==> src/rtl/wb_port_arbiter_pkg.sv <==
// Shared definitions for the register-file write-port arbiter: FSM encodings and the x0 address.
package wb_port_arbiter_pkg;

  typedef enum logic [1:0] {
    ST_EMPTY   = 2'd0,
    ST_PENDING = 2'd1,
    ST_FORCE   = 2'd2
  } wb_arb_state_e;

  localparam int unsigned X0_ADDR = 0;

endpackage

==> src/rtl/wb_port_arbiter.sv <==
// Arbitrates the register-file write port between pipeline writeback (priority) and a long-latency unit,
// buffering one blocked long-latency result and forcing a one-cycle pipeline stall after MAX_WAIT blocked cycles.
module wb_port_arbiter
  import wb_port_arbiter_pkg::*;
#(
  parameter int DATA_W   = 32,
  parameter int ADDR_W   = 5,
  parameter int MAX_WAIT = 4
) (
  input  logic              clk,
  input  logic              reset,
  input  logic              pipe_we,
  input  logic [ADDR_W-1:0] pipe_addr,
  input  logic [DATA_W-1:0] pipe_data,
  input  logic              lu_valid,
  input  logic [ADDR_W-1:0] lu_addr,
  input  logic [DATA_W-1:0] lu_data,
  output logic              lu_ready,
  output logic              pipe_stall,
  output logic              rf_we,
  output logic [ADDR_W-1:0] rf_addr,
  output logic [DATA_W-1:0] rf_data
);

  localparam int CNT_W = $clog2(MAX_WAIT) + 1;
  localparam logic [CNT_W-1:0]  CNT_LAST = CNT_W'(MAX_WAIT - 1);
  localparam logic [CNT_W-1:0]  CNT_MAX  = '1;
  localparam logic [ADDR_W-1:0] ADDR_X0  = ADDR_W'(X0_ADDR);

  wb_arb_state_e     state_q, state_d;
  logic [CNT_W-1:0]  cnt_q, cnt_d;
  logic              buf_vld_q, buf_vld_d;
  logic [ADDR_W-1:0] buf_addr_q;
  logic [DATA_W-1:0] buf_data_q;
  logic              capture;
  logic              pipe_nz, lu_nz, pipe_hit;

  assign pipe_nz  = (pipe_addr != ADDR_X0);
  assign lu_nz    = (lu_addr != ADDR_X0);
  assign pipe_hit = (pipe_addr == buf_addr_q);

  always_ff @(posedge clk or negedge reset) begin
    if (!reset) begin
      state_q   <= ST_EMPTY;
      cnt_q     <= '0;
      buf_vld_q <= 1'b0;
    end else begin
      state_q   <= state_d;
      cnt_q     <= cnt_d;
      buf_vld_q <= buf_vld_d;
    end
  end

  // Payload only matters while buf_vld_q is set, so it carries no reset.
  always_ff @(posedge clk) begin
    if (capture) begin
      buf_addr_q <= lu_addr;
      buf_data_q <= lu_data;
    end
  end

  always_comb begin
    state_d   = state_q;
    cnt_d     = cnt_q;
    buf_vld_d = buf_vld_q;
    capture   = 1'b0;
    unique case (state_q)
      ST_EMPTY: begin
        // A blocked result to x0 is accepted and simply dropped.
        if (pipe_we && lu_valid && lu_nz) begin
          capture   = 1'b1;
          buf_vld_d = 1'b1;
          cnt_d     = '0;
          state_d   = ST_PENDING;
        end
      end
      ST_PENDING: begin
        if (!pipe_we || pipe_hit) begin
          buf_vld_d = 1'b0;
          state_d   = ST_EMPTY;
        end else begin
          if (cnt_q != CNT_MAX) cnt_d = cnt_q + 1'b1;
          if (cnt_q == CNT_LAST) state_d = ST_FORCE;
        end
      end
      ST_FORCE: begin
        buf_vld_d = 1'b0;
        state_d   = ST_EMPTY;
      end
      default: begin
        buf_vld_d = 1'b0;
        state_d   = ST_EMPTY;
      end
    endcase
  end

  always_comb begin
    lu_ready   = 1'b0;
    pipe_stall = 1'b0;
    rf_we      = 1'b0;
    rf_addr    = '0;
    rf_data    = '0;
    if (reset) begin
      unique case (state_q)
        ST_EMPTY: begin
          lu_ready = 1'b1;
          if (pipe_we) begin
            rf_we   = pipe_nz;
            rf_addr = pipe_addr;
            rf_data = pipe_data;
          end else if (lu_valid) begin
            rf_we   = lu_nz;
            rf_addr = lu_addr;
            rf_data = lu_data;
          end
        end
        ST_PENDING: begin
          // Same-address pipeline write is younger and squashes the buffer.
          if (pipe_we) begin
            rf_we   = pipe_nz;
            rf_addr = pipe_addr;
            rf_data = pipe_data;
          end else begin
            rf_we   = buf_vld_q;
            rf_addr = buf_addr_q;
            rf_data = buf_data_q;
          end
        end
        ST_FORCE: begin
          pipe_stall = 1'b1;
          rf_we      = buf_vld_q;
          rf_addr    = buf_addr_q;
          rf_data    = buf_data_q;
        end
        default: ;
      endcase
    end
  end

endmodule
==> config.mk <==
export PLATFORM = sky130hd
export DESIGN_NAME = wb_port_arbiter
export DESIGN_NICKNAME = d
export VERILOG_FILES = /design/src/rtl/wb_port_arbiter_pkg.sv /design/src/rtl/wb_port_arbiter.sv
export SDC_FILE = /design/constraint.sdc
export NUM_CORES = 1
export LEC_CHECK = 0
export CORE_ASPECT_RATIO = 1.4
export CORE_MARGIN = 10
export CORE_UTILIZATION = 39
export DETAILED_ROUTE_END_ITERATION = 12
export PLACE_DENSITY_LB_ADDON = 0.05
export SLEW_MARGIN = 30
export SYNTH_ARGS = -nofsm -noshare
export SYNTH_HDL_FRONTEND = slang
export SYNTH_SLANG_ARGS = --single-unit
==> constraint.sdc <==
create_clock -name clk -period 3 [get_ports clk]
set_input_delay 0.75 -clock clk [delete_from_list [all_inputs] [get_ports clk]]
set_output_delay 0.75 -clock clk [all_outputs]
set_load 0.02 [all_outputs]
# After elaboration in Yosys (flattened, before gate mapping)
# Cells that the tools add are included.
word_totals:
  reg_bits: 43
classes:
  n_addsub: 1
  n_eq_ne: 10
  mux: 32
  reduce_logical: 11
ops:
  columns: ["cell", "count"]
  rows:
  - ["two-way mux 32 bit", 4]
  - ["one-hot mux 32 bit (3 select lines)", 1]
  - ["two-way mux 5 bit", 4]
  - ["one-hot mux 5 bit (3 select lines)", 1]
  - ["two-way mux 1 bit", 12]
  - ["nonzero test 5 bit", 2]
  - ["two-way mux 3 bit", 3]
  - ["inequality test 2 bit (second input constant)", 4]
  - ["two-way mux 2 bit", 3]
  - ["inequality test 3 bit (second input constant)", 2]
  - ["one-hot mux 3 bit (2 select lines)", 1]
  - ["equality test 5 bit", 1]
  - ["one-hot mux 2 bit (2 select lines)", 1]
  - ["AND reduction 2 bit", 2]
  - ["AND reduction 4 bit", 1]
  - ["adder 3 x 1 -> 3 bit (second input constant)", 1]
  - ["equality test 3 x 2 -> 1 bit (second input constant)", 1]
  - ["one-hot mux 1 bit (3 select lines)", 1]
  - ["equality test 2 x 1 -> 1 bit (second input constant)", 1]
  - ["equality test 2 bit (second input constant)", 1]
  - ["logical AND 1 bit", 2]
  - ["zero test 2 bit", 1]
  - ["one-hot mux 1 bit (2 select lines)", 1]
  - ["nonzero test 2 bit", 1]
  - ["2 further kinds", 2]

# Depth between registers and ports, before layout
# Gate-level depths: netlist (run 1).
depth:
  depth_word: 5
  ltp_mapped: 7
  ltp_nobuf: 5

# Worst setup path after synthesis (run 1)
# No wires, ideal clock.
synth_path:
  path_type: "input to register"
  startpoint: "input lu_valid"
  endpoint: "register buf_addr_q[0] (enable)"
  setup_ns: 0.433
  arrival_ns: 2.703
  path_slack_ns: -0.135
  stages: 3
  path_buffers: 0
  cell_sequence: "nor2b_1 o21ai_2 nor2_1"
synth_via:
  elab_chain_cells: 4
synth_lines:
  columns: ["element", "line", "text"]
  rows:
  - ["from (decl)", "wb_port_arbiter.sv:15", "input logic lu_valid,"]
  - ["logical AND 1 bit (2 in series)", "wb_port_arbiter.sv:70", "if (pipe_we && lu_valid && lu_nz) begin"]
  - ["two-way mux 1 bit", "wb_port_arbiter.sv:70", null]
  - ["two-way mux 1 bit", "wb_port_arbiter.sv:67", "unique case (state_q)"]
  - ["named net capture", "wb_port_arbiter.sv:35", "logic capture;"]
  - ["to (signal assigned)", "wb_port_arbiter.sv:57", "buf_addr_q <= lu_addr;"]
  - ["to (decl)", "wb_port_arbiter.sv:33", "logic [ADDR_W-1:0] buf_addr_q;"]
# The timed path passes the listed nets, and every way through them passes these cells.
# A chain may end at the register's enable or synchronous reset.

# Final worst setup path (run 1)
layout_path:
  startpoint: "input reset"
  endpoint: "output pipe_stall"
layout_via:
  elab_chain_cells: 1
layout_lines:
  columns: ["element", "line", "text"]
  rows:
  - ["from (decl)", "wb_port_arbiter.sv:11", "input logic reset,"]
  - ["two-way mux 1 bit", "wb_port_arbiter.sv:103", "if (reset) begin"]
  - ["to (decl)", "wb_port_arbiter.sv:19", "output logic pipe_stall,"]
# Every way passes these cells.

==> results of run 1 <==
## layer usage
metal	up-vias	part of all wire, %	track usage [%]
met5	-	0	0
met4	0	0.92	5.80
met3	6	6.8	5.15
met2	109	52	30.2
met1	1300	40	20.8
li1	1313	-	-
## flip-flops by register name, summed over array words and instances, names as in the netlist
| signal | flops |
|---|---|
| buf_addr_q | 5 |
| state_q | 2 |
| buf_vld_q | 1 |
| buf_data_q | 32 |
| cnt_q | 3 |
## cells in the final DEF, fill, tap and decap left out, types with 2 or more instances in the layout
master            n
nand2b_1          3
nand2_1          16
o21a_1            2
or2_0             9
dfrtp_1           5
nor3b_1           2
clkdlybuf4s50_1  73
buf_4            34
edfxtp_1         37
buf_16            3
or2_1            20
a21oi_1          34
xnor2_1           5
inv_1             4
a2bb2oi_1         5
a22oi_1          59
dlymetal6s2s_1    2
buf_2            10
nor2_1            7
nor2b_2           2
dlygate4sd2_1     9
or2_2             2
and2_1            2
o211ai_1          4
clkdlybuf4s15_2  20
clkbuf_8          5
buf_12            7
nor2b_1           2
ha_1              3
nand3_1           4
## Yosys cell counts (3+ instances only)
master / number
a21oi_1: 34
a22oi_1: 59
a2bb2oi_1: 5
buf_2: 7
buf_4: 4
buf_6: 6
clkbuf_1: 7
dfrtp_1: 6
edfxtp_1: 37
ha_1: 3
inv_1: 4
nand2_1: 16
nand2b_1: 3
nand3_1: 4
nor2_1: 8
nor2b_1: 4
o211ai_1: 4
or2_0: 9
or2_1: 20
xnor2_1: 5
## power breakdown
group | switching (mW) | total (mW) | internal, mW
logic | 0.348 | 0.725 | 0.378
clock network | 0.214 | 0.458 | 0.244
registers | 0.0414 | 0.761 | 0.720
## logic make-up (layout without fill, tap and decap cells)
family	Yosys count	after routing
and+or+nand+nor	76	76
DFF	43	43
buffers and inverters	28	172
adders and majority gates	3	3
xor gates and xnor gates	5	5
AOI/OAI and AO/OA	113	113
## critical path: cells and delay by family
family / cells / cell delay (ps)
buf+inv: 3 / 1300
simple gates: 1 / 140
## layout make-up
cell class	count	share of cell area (%)
clock buffers	5	1.55
clock inverters	3	0.874
inverters	4	0.338
multi-input cells	197	29.9
flip-flops and latches	43	28.4
well taps	95	2.68
repair buffers	160	36.2
## per-stage QoR
stage | setup TNS, ps | std cells | hold WS, ps | power (mW) | setup WS [ps]
after global routing | 0 | 507 | 553 | 2.05 | 1.93
after global placement | -14880 | 493 | 518 | 1.48 | -467
after floorplan | 0 | 268 | 454 | 1.13 | 484
final | 0 | 507 | 537 | 1.94 | 58.1
after CTS | 0 | 506 | 547 | 1.96 | 4.97
after detailed placement | -15560 | 495 | 529 | 1.51 | -483
## worst max path at each step
stage,cells past startpoint,startpoint,end,slack (ps)
4_1_cts,6,lu_addr[1],rf_we,5
3_5_place_dp,7,lu_valid,rf_data[24],-480
5_1_grt,4,reset,pipe_stall,2
2_1_floorplan,3,lu_valid,buf_addr_q[0]$_DFFE_PP_,480
3_3_place_gp,7,lu_valid,rf_data[24],-470
6_report,4,reset,pipe_stall,60
## timing repair
action | 4_1_cts | 5_1_grt
cloned | 1 | 0
buffers inserted | 2 | 1
setup endpoints to repair | 39 | 2
pin swaps | 2 | 3
gates resized for setup | 119 | 4
==> results by group, run 1 <==
Logic synthesis
  • Seq/Total Area, Yosys: 46.0%
  • Mapped Cells: about 270
  • Main area contributors after synthesis: edfxtp_1 41%, a22oi_1 16%, a21oi_1 6.2%, dfrtp_1 5.5%, or2_1 4.6%
  • Top FF cell, synth: edfxtp_1
  • Ys Warns: 0
  • EDFF count, synth: 37
  • Syn Std Cell Area: 2740 um2
  • Fraction of registers with async set/reset: between 10% and 20%
  • Synth Area in Compound Gates: 28.7%
  • Post-synth cell types: 39
  • Seq cells post-synth: 43
  • Synth Area in Simple Gates: 16.0%
  • Area share of the largest cell type after synthesis: 40.5%
  • Xor/xnor cell area share of the yosys netlist: 1.60%
  • Mux contribution to synthesized area: 0%
  • Largest area contributor in the synthesized netlist: edfxtp_1
  • Syn Area/Cell: 10.2 um2
  • Adder-cell area share of the yosys netlist: between 1 and 1.5%
  • Largest family of logic cells by synthesized area: compound AO/OA/AOI/OAI gates
  • Syn_nets: 349

Worst setup path
  • CP endpoint kind: output port
  • Slowest stage cell, crit path: clkdlybuf4s50_1
  • CP Cell Sequence: clkdlybuf4s50_1 > buf_4 > and2_1 > clkdlybuf4s50_1
  • CP most frequent cell: clkdlybuf4s50_1
  • Worst r2r src: state_q[0]$_DFFE_PN0P_
  • WS Path Type: in2out
  • Reg2Reg Setup Slack: between 800 and 900 ps
  • Critical Path AT: around 2200 ps
  • Critical Path Source Type: input pin
  • CP max FO: 10
  • CP required: 2250 ps
  • Slowest stage delay, CP: just over 600 ps
  • Worst R2R End: buf_data_q[31]$_DFFE_PP_
  • R2R depth: 8

Route
  • DR pass1 iterations: 4
  • Vias per inst: 5.38
  • Drt wl/cell: around 19 um
  • Antenna Violating Nets Remaining: 0
  • WL final: 9.69 mm
  • DRC violation count after routing: 0
  • Detailed Route Iter0 Violations: 186
  • Vias: 2728

Clock tree
  • Worst-path clk slew: 80 ps
  • Post-CTS Hold Fix Bufs: 0
  • Worst skew pair latency: 300 ps
  • H-Tree Depth: 2
  • Clk buf depth: 2
  • Clk root buf: clkbuf_8
  • Inserted Clock Buffers: 5
  • CTS tree: yes
  • TritonCTS sink count: 43

Pwr
  • Pwr per Cell Area: 438 nW/um2
  • Static Leak: 1.65 nW
  • Maximum VDD drop: 0.272 mV

Final layout
  • Final core utilization: 64.4%
  • Finished Cell Area: 4440 um2
  • Layout cells sized above 1: approximately 23%
  • Multi-input gate area: 1330 um2
  • Fillcell total: 604
  • Area Growth Syn to Fin: 61.9%
  • Diode count: 0
  • Register area: 1260 um2
  • Nets: 492

STA
  • Slew headroom: 72.0%
  • Final Cycle Share: 98.1%
  • Final hold viol count: 0
  • Worst slew pin tran: ~410 ps
  • FMAX: around 0.34 GHz
  • Clock Skew: just over 8 ps
  • Final setup viols: 0
  • Fin crit period: 2940 ps
  • Max-slew violation count: 0
  • RSZ-0062 raised after global routing: no

Floorplanning
  • Die Wd: 90.9 um
  • Io pins: between 100 and 150
  • Row count: 36
  • Initial Utilization: 39.8%
  • Total core area: slightly below 7000 um2
  • Die area: 10800 um2
  • DIE HEIGHT: 119 um

Run status
  • Status: finished clean

Global route
  • Initial antenna violation count: 0
  • Vias in the first global route: 2834
  • Grt total ovfl: 0
  • First-pass GRT wire length: between 15 and 20 mm
  • Largest net degree at the start of global routing: 24
  • GRT Overall Usage: 17.7%

Place
  • DP Area: 4290 um2
  • IO Port Bufs: 117
  • RePlAce Congestion: 0.814
  • DP HPWL: 7.31 mm

Job
  • Max Cap Violations: 0

Worst hold path
  • Hold_sp: buf_vld_q$_DFFE_PN0P_
  • Hold Path Sink: buf_vld_q$_DFFE_PN0P_
  • Worst hold stages: 1
  • Worst hold-check path type: reg2reg
(Power assumes the default switching activity.)
==> run 2: changes to the inputs <==
CAP_MARGIN = 20   (was not set)
CTS_CLUSTER_DIAMETER = 80   (was not set)
==> results of run 2 <==
Same layout as run 1: the final DEF is identical, and so are final timing and power.
==> run 3: changes to the inputs <==
CORE_UTILIZATION = 54   (was 39)
DONT_BUFFER_PORTS = 1   (was not set)
==> results by group, run 3 (same netlist as run 1, synthesis figures left out) <==
Final layout
  • Post-route insts no fill: 365
  • Leading registers by flop count: buf_data_q x32, buf_addr_q x5, cnt_q x3
  • Nets: between 300 and 400
  • Commonest cells after routing, fill and taps aside: 59 x a22oi_1, 49 x buf_4, 37 x edfxtp_1
  • Finished Cell Area: between 3000 and 4000 um2
  • Diode count: 0
  • Register name with the most flops: buf_data_q
  • Max reg flops: 32
  • Layout cells sized above 1: 21.9%
  • Area Growth Syn to Fin: 14.0%
  • Final core utilization: 64.0%
  • Commonest non-fill, non-tap cell in the layout: a22oi_1

STA
  • Fin crit period: 2720 ps
  • Slew headroom: 66.9%
  • RSZ-0062 raised after global routing: no
  • Worst slew pin tran: 496 ps
  • Final Cycle Share: 90.8%
  • Final setup TNS: 0 ps
  • Final hold viol count: 0
  • FMAX: 0.367 GHz
  • Max-slew violation count: 0
  • Clock Skew: 5.93 ps
  • Final setup viols: 0

Clock tree
  • H-Tree Depth: 2
  • TritonCTS sink count: 43
  • Inserted Clock Buffers: 5
  • Worst-path clk slew: 80 ps
  • CTS tree: yes
  • Clk buf depth: 2
  • Clk root buf: clkbuf_8
  • Worst skew pair latency: ~290 ps
  • Post_cts resized: 0
  • Post-CTS Hold Fix Bufs: 0
  • Post-CTS Setup Inserts: 0

Pwr
  • Maximum VDD drop: 0.371 mV
  • Static Leak: 1.11 nW
  • Power Total: 1.61 mW
  • Pwr per Cell Area: ~500 nW/um2

Route
  • Antenna Violating Nets Remaining: 0
  • Vias per inst: 6.25
  • Drt wl/cell: 21.7 um
  • Detailed Route Iter0 Violations: 194
  • Vias: 2283
  • WL final: 7.93 mm
  • DRC violation count after routing: 0
  • DR pass1 iterations: 4

Worst setup path
  • Worst r2r src: state_q[1]$_DFFE_PN0P_
  • Worst R2R End: buf_data_q[29]$_DFFE_PP_
  • Crit path to: rf_data[5]
  • CP endpoint kind: output port
  • Crit path from: state_q[1]$_DFFE_PN0P_
  • Critical Path AT: 1970 ps
  • CP max FO: 17
  • WS Path Type: reg2out
  • Critical Path Source Type: flop
  • R2R depth: 4
  • Reg2Reg Setup Slack: 990 ps
  • CP required: 2250 ps

Floorplanning
  • DIE HEIGHT: 104 um
  • Die area: roughly 8400 um2
  • Row count: 30
  • Total core area: 4880 um2
  • Io pins: around 120
  • Initial Utilization: 56.2%
  • Die Wd: 80.2 um

Global route
  • Grt total ovfl: 0
  • First-pass GRT wire length: around 12 mm
  • Initial antenna violation count: 0
  • Vias in the first global route: 2270
  • Largest net degree at the start of global routing: 49
  • GRT Overall Usage: a little under a fifth

Place
  • RePlAce Congestion: 0.803
  • DP Area: 3040 um2
  • Cells after DPL: 357
  • IO Port Bufs: 0
  • DP HPWL: ~5.8 mm

Job
  • Max Cap Violations: 0

Worst hold path
  • Worst hold-check path type: in2async

Run status
  • Status: finished clean
-- run 3: critical path, cell delays in order (launching register included) --
cell and delay [ps]:
dfrtp_1 550, nand2b_1 310, o21bai_4 390, nand2_1 90, a21oi_1 170, buf_4 160
-- run 3: worst min-delay path by stage --
| stage | startpoint | to |
|---|---|---|
| 2_1_floorplan | reset | buf_vld_q$_DFFE_PN0P_ |
| 3_3_place_gp | reset | buf_vld_q$_DFFE_PN0P_ |
| 3_5_place_dp | reset | buf_vld_q$_DFFE_PN0P_ |
| 4_1_cts | reset | cnt_q[2]$_DFFE_PN0P_ |
| 5_1_grt | reset | cnt_q[0]$_DFFE_PN0P_ |
| 6_report | reset | cnt_q[2]$_DFFE_PN0P_ |
-- run 3: metal layers --
layer / wire, um / share of wire, % / track usage (%)
met2: 4150 / 52 / 31.3
met1: 2870 / 36 / 21.0
met3: 827 / 10 / 7.09
met5: 0 / 0 / 0
met4: 81 / 1.0 / 4.80
-- run 3: cell type report --
cell class	count	area [um2]
Fill cell	425	1760
Multi-Input combinational cell	197	1320
Sequential cell	43	1260
Timing Repair Buffer	49	368
Tap cell	64	80.1
Clock buffer	7	76.3
Inverter	4	15.0
Clock inverter	1	5.00
-- run 3: power breakdown --
group,total [mW],leakage (nW),switching [mW],internal [mW]
clock,0.354,0.0422,0.190,0.164
combinational,0.499,0.649,0.284,0.215
sequential,0.755,0.420,0.0350,0.720
total,1.61,1.11,0.510,1.10
-- run 3: stage by stage --
step	worst slack [ps]	hold WS (ps)
detailed placement	339	455
global route	125	121
global placement	351	455
floorplan	484	454
finish	277	142
CTS	252	131
